[src/rtl/pipeline_pkg.sv]
// Shared definitions for the MEM/WB back end: widths, handshake state encoding,
// and the per-stage control record.
package pipeline_pkg;

  localparam int DEFAULT_XLEN   = 32;
  localparam int DEFAULT_REG_AW = 5;

  typedef enum logic {
    RUN  = 1'b0,
    WAIT = 1'b1
  } memState_t;

  typedef struct packed {
    logic                      valid;
    logic                      regwrite;
    logic                      memtoreg;
    logic                      memread;
    logic                      memwrite;
    logic [DEFAULT_REG_AW-1:0] rd;
  } stageCtrl_t;

  localparam stageCtrl_t BUBBLE = '0;

  function automatic logic isMemOp(stageCtrl_t c);
    return c.valid & (c.memread | c.memwrite);
  endfunction

endpackage

[src/rtl/mem_access_fsm.sv]
// Data-memory request/acknowledge handshake. Raises stall while a request is
// outstanding and keeps a saturating count of stalled cycles.
module mem_access_fsm
  import pipeline_pkg::*;
(
  input  logic        clk_i,
  input  logic        rst_i,
  input  logic        memOpValid,
  input  logic        memAck,
  output logic        memReq,
  output logic        stall,
  output logic [15:0] stallCycles
);

  memState_t stateReg;
  memState_t stateNext;

  always_ff @(posedge clk_i or posedge rst_i) begin
    if (rst_i) stateReg <= RUN;
    else       stateReg <= stateNext;
  end

  always_comb begin
    stateNext = stateReg;
    case (stateReg)
      RUN:     if (memOpValid && !memAck) stateNext = WAIT;
      WAIT:    if (memAck) stateNext = RUN;
      default: stateNext = RUN;
    endcase
  end

  // The MEM stage is frozen in WAIT, so the request stays asserted until ack.
  always_comb begin
    memReq = 1'b0;
    case (stateReg)
      RUN:     memReq = memOpValid;
      WAIT:    memReq = 1'b1;
      default: memReq = 1'b0;
    endcase
    stall = memReq & ~memAck;
  end

  always_ff @(posedge clk_i or posedge rst_i) begin
    if (rst_i)                            stallCycles <= '0;
    else if (stall && stallCycles != '1)  stallCycles <= stallCycles + 16'd1;
  end

endmodule

[src/rtl/mem_wb_pipeline.sv]
// EX/MEM and MEM/WB stage registers with forwarding outputs; the memory
// handshake lives in mem_access_fsm and freezes both stages while waiting.
module mem_wb_pipeline
  import pipeline_pkg::*;
#(
  parameter int XLEN   = DEFAULT_XLEN,
  parameter int REG_AW = DEFAULT_REG_AW
) (
  input  logic              clk_i,
  input  logic              rst_i,
  input  logic              ex_valid_i,
  input  logic              ex_regwrite_i,
  input  logic              ex_memtoreg_i,
  input  logic              ex_memread_i,
  input  logic              ex_memwrite_i,
  input  logic [REG_AW-1:0] ex_rd_i,
  input  logic [XLEN-1:0]   ex_alu_result_i,
  input  logic [XLEN-1:0]   ex_store_data_i,
  input  logic              flush_i,
  output logic              mem_req_o,
  output logic              mem_we_o,
  output logic [XLEN-1:0]   mem_addr_o,
  output logic [XLEN-1:0]   mem_wdata_o,
  input  logic              mem_ack_i,
  input  logic [XLEN-1:0]   mem_rdata_i,
  output logic              stall_o,
  output logic              MemRegWrite_o,
  output logic [REG_AW-1:0] MemRd_o,
  output logic [XLEN-1:0]   mem_fwd_data_o,
  output logic              WBRegWrite_o,
  output logic [REG_AW-1:0] WBRd_o,
  output logic [XLEN-1:0]   wb_data_o,
  output logic [15:0]       stall_cycles_o
);

  logic              adv;
  logic              exTake;
  stageCtrl_t        exCtrl;
  stageCtrl_t        memCtrlReg;
  logic [XLEN-1:0]   memAluReg;
  logic [XLEN-1:0]   memStoreReg;
  logic              wbValidReg;
  logic              wbRegwriteReg;
  logic [REG_AW-1:0] wbRdReg;
  logic [XLEN-1:0]   wbDataReg;

  assign adv    = ~stall_o;
  assign exTake = ex_valid_i & ~flush_i;

  always_comb begin
    exCtrl = BUBBLE;
    if (exTake) begin
      exCtrl.valid    = 1'b1;
      exCtrl.regwrite = ex_regwrite_i;
      exCtrl.memtoreg = ex_memtoreg_i;
      exCtrl.memread  = ex_memread_i;
      exCtrl.memwrite = ex_memwrite_i;
      exCtrl.rd       = ex_rd_i;
    end
  end

  always_ff @(posedge clk_i or posedge rst_i) begin
    if (rst_i) begin
      memCtrlReg  <= BUBBLE;
      memAluReg   <= '0;
      memStoreReg <= '0;
    end else if (adv) begin
      memCtrlReg  <= exCtrl;
      memAluReg   <= exTake ? ex_alu_result_i : '0;
      memStoreReg <= exTake ? ex_store_data_i : '0;
    end
  end

  // On an advancing cycle any load in MEM has been acked, so rdata is valid.
  always_ff @(posedge clk_i or posedge rst_i) begin
    if (rst_i) begin
      wbValidReg    <= 1'b0;
      wbRegwriteReg <= 1'b0;
      wbRdReg       <= '0;
      wbDataReg     <= '0;
    end else if (adv) begin
      wbValidReg    <= memCtrlReg.valid;
      wbRegwriteReg <= memCtrlReg.regwrite;
      wbRdReg       <= memCtrlReg.rd;
      wbDataReg     <= memCtrlReg.memtoreg ? mem_rdata_i : memAluReg;
    end
  end

  mem_access_fsm uAccess (
    .clk_i       (clk_i),
    .rst_i       (rst_i),
    .memOpValid  (isMemOp(memCtrlReg)),
    .memAck      (mem_ack_i),
    .memReq      (mem_req_o),
    .stall       (stall_o),
    .stallCycles (stall_cycles_o)
  );

  assign mem_we_o       = memCtrlReg.memwrite & mem_req_o;
  assign mem_addr_o     = memAluReg;
  assign mem_wdata_o    = memStoreReg;
  assign MemRegWrite_o  = memCtrlReg.valid & memCtrlReg.regwrite & (memCtrlReg.rd != '0);
  assign MemRd_o        = memCtrlReg.rd;
  assign mem_fwd_data_o = memAluReg;
  assign WBRegWrite_o   = wbValidReg & wbRegwriteReg & (wbRdReg != '0);
  assign WBRd_o         = wbRdReg;
  assign wb_data_o      = wbDataReg;

endmodule

[config.mk]
export PLATFORM = sky130hd
export DESIGN_NAME = mem_wb_pipeline
export DESIGN_NICKNAME = d
export VERILOG_FILES = /design/src/rtl/pipeline_pkg.sv /design/src/rtl/mem_access_fsm.sv /design/src/rtl/mem_wb_pipeline.sv
export SDC_FILE = /design/constraint.sdc
export NUM_CORES = 1
export LEC_CHECK = 0
export CORE_MARGIN = 2
export CORE_UTILIZATION = 41
export DETAILED_ROUTE_END_ITERATION = 6
export PLACE_DENSITY = 0.82
export SLEW_MARGIN = 10
export SYNTH_ARGS = -nofsm -noshare
export SYNTH_HDL_FRONTEND = slang
export SYNTH_SLANG_ARGS = --single-unit
export TNS_END_PERCENT = 100
[constraint.sdc]
create_clock -name clk_i -period 5.86 [get_ports clk_i]
set_clock_uncertainty 0.15 [all_clocks]
set_input_delay 0.879 -clock clk_i [delete_from_list [all_inputs] [get_ports clk_i]]
set_output_delay 0.879 -clock clk_i [all_outputs]
set_load 0.005 [all_outputs]
==> impl_metrics.tcl <==
set metrics [dict create \
    outcome "complete, no violations" \
    clock_latency_ps 410 \
    pin_count 269 \
    min-delay-start "wb_data_o[15]" \
    yosys_warnings 0 \
    grt_pass1_vias 4505 \
    synth-simple-area-share 0.0575 \
    hold_depth 2 \
    power.leakage_nw 3.60 \
    clock-sinks 130 \
    synthXorXnorAreaFrac 0.0209 \
    final_cell_count_no_fill 851 \
    final-max-slew-violation-count 0 \
    place.port_buffers 268 \
    synth_top_area_share 0.596 \
    synth_compound_area_frac 0.161 \
    critPathRequiredTime_ps 4830 \
    clockBufferDepth 2 \
    clkTransAtPathRegs_ps 50 \
    die_area_um2 14300 \
    reg2reg_to "wb_data_o[7]" \
    syn_avg_cell_area_um2 12.5 \
    overflow 0 \
    ys_top_cells_by_area "dfrtp_1, a22o_1, buf_4, mux2i_1, o21ai_0" \
    post-route-util 0.649 \
    nets 775 \
    yosysTopAreaCell "dfrtp_1" \
    reg2reg_slack_ps 3280 \
    post-route-period-util 0.520 \
    timing.hold.ws_ps 328 \
    synth_fa_ha_area_frac 0.00229 \
    place_congestion 0.830 \
    fmax_mhz 328 \
    ys_ff_latch 130 \
    cts_root_buf "clkbuf_16" \
    synth_top_family_by_area "compound AO/OA/AOI/OAI gates" \
    met3_length_um 946 \
    ys_types 30 \
    cp-end-kind "output pin" \
    ant_nets 0 \
    path_class "reg -> out" \
    vias 4319 \
    hold_violations 0 \
    cts_tree "done" \
    worstMarginPinSlew_ps 1020 \
    antenna_cells 0 \
    core-area_um2 13100 \
    cts_resized 0 \
    synth-edff-count 0 \
    power.total_w 0.00235 \
    holdBufCountCts 0 \
    drc 0 \
    crit_chain "or3_1, o311a_1, clkdlybuf4s50_1" \
    htreeDepth 4 \
    die_width_um 119 \
    cp_slowest_cell "clkdlybuf4s50_1" \
    reg2reg_depth 5 \
    antenna_found_initial 0 \
    syn_to_final_growth_pct 56.1 \
    layout-drive-gt1-share 0.0711 \
    synthArstFlopShare 1.00 \
    slew_headroom 0.319 \
    fin_tns_setup_ps 0 \
    syn-cell-area_um2 5460 \
    synth_mux_area_frac 0.0793 \
    setup_violations 0 \
    synthFlopType "dfrtp_1" \
    routed.top_layer "met4" \
    hpwl_mm 10.5 \
    yosysSeqAreaShare 0.596 \
    drt_iter0_markers 238 \
    r2r_start "memCtrlReg[9]" \
    detail_route.vias_per_cell 5.08 \
    initial_core_util 0.416 \
    post_cts_buffers 0 \
    dp.cells 821 \
    cts_buffers 17 \
    synth_commonest_cells "dfrtp_1, a22o_1, buf_4" \
    cpPeakStageDelay_ps 480 \
    yosysMostFrequentCell "dfrtp_1" \
    cp-start-kind "flop" \
    irDropWorstVdd_v 0.000185 \
    grt_usage 0.210 \
    worstHoldEndpoint "wb_data_o[15]" \
    grt_pass1_wl_mm 23.3 \
    syn_nets 549 \
    power_density_nw_per_um2 276 \
    dr_wl_met2_mm 7.80 \
    grt_max_degree 88 \
    wl_per_cell_um 17.3 \
    hold_class "reg -> reg" \
    rows 42 \
    grt_setup_unrepaired "no" \
    finalWirelength_mm 14.8 \
    m1WireLength_mm 5.68 \
    crit_fanout 4 \
    fin_crit_ps 3050 \
    die_h_um 119 \
    first_pass_iters 4 \
    crit_arrival_ps 2020 \
    synthCells 438 \
    maxCapViolations 0 \
]
## cell families after synthesis
kind of cell,Yosys count
DFF,130
xor gates and xnor gates,13
adders and majority gates,1
AOI/OAI and AO/OA,113
and+or+nand+nor,69
buffers and inverters,70
muxes,42
## report_power, final
group	leakage, nW	switching, W	internal, W
registers	1.74	0.0000623	0.000962
logic	1.59	0.000119	0.000232
clock network	0.269	0.000355	0.000621
total	3.60	0.000536	0.00181
## flip-flops by register name, indices dropped and copies added, names as in the netlist
name,count
MemRd_o,5
WBRd_o,5
memCtrlReg,5
mem_addr_o,32
mem_wdata_o,32
uAccess.stallCycles,16
uAccess.stateReg,1
wbRegwriteReg,1
wbValidReg,1
wb_data_o,32
## area by class of cell
cell class / instances / area (um2)
fill: 1009 / 4620
sequential: 130 / 3250
timing repair buffer: 273 / 2720
multi-input combinational: 238 / 1760
clock buffer: 25 / 495
tap: 176 / 220
clock inverter: 5 / 52.6
inverter: 4 / 17.5
## worst max path at each step
| stage | start | to | slack, ps | cells after the start |
|---|---|---|---|---|
| floorplan | rst_i | MemRd_o[0] | 1360 | 1 |
| CTS | MemRd_o[0] | MemRegWrite_o | 2800 | 3 |
| global route | mem_ack_i | wb_data_o[7] | 2760 | 5 |
| finish | MemRd_o[0] | MemRegWrite_o | 2810 | 3 |
| detailed placement | mem_ack_i | wb_data_o[8] | 2530 | 5 |
| global placement | mem_ack_i | uAccess.stallCycles[1] | 2570 | 5 |
## stage by stage
stage / instance area, um2 / worst slack [ps]
final: 8520 / 2810
after detailed placement: 7970 / 2530
after global routing: 8520 / 2760
after global placement: 7970 / 2570
after floorplan: 5460 / 1360
after CTS: 8520 / 2800
## worst max-delay path, delay by kind of cell, from the launching register on
kind / cells / cell delay (ps)
buf+inv: 1 / 480
flops: 1 / 430
compound gates: 1 / 300
simple gates: 1 / 410
## cells in the final DEF (no fill, tap or decap), drive strengths merged
cell type / instances
bufinv: 1
a21oi: 2
nor3b: 1
nor2: 6
buf: 5
nor3: 2
dfrtp: 130
clkinv: 3
nand3b: 1
nand2: 42
clkdlybuf4s50: 268
a21o: 1
nand4: 7
ha: 1
nand3: 6
o21ai: 34
a22o: 73
a21boi: 1
or3: 2
xor2: 1
mux2i: 32
xnor2: 12
nand2b: 1
and2: 1
clkbuf: 25
clkinvlp: 1
mux2: 10
inv: 4
o311a: 2
## per-layer routing
layer,up-vias,global-route usage
li1,1979,-
met1,2126,0.232
met2,188,0.375
met3,26,0.0589
met4,0,0.0912
met5,-,0
Power figures use the tool's default switching activity.
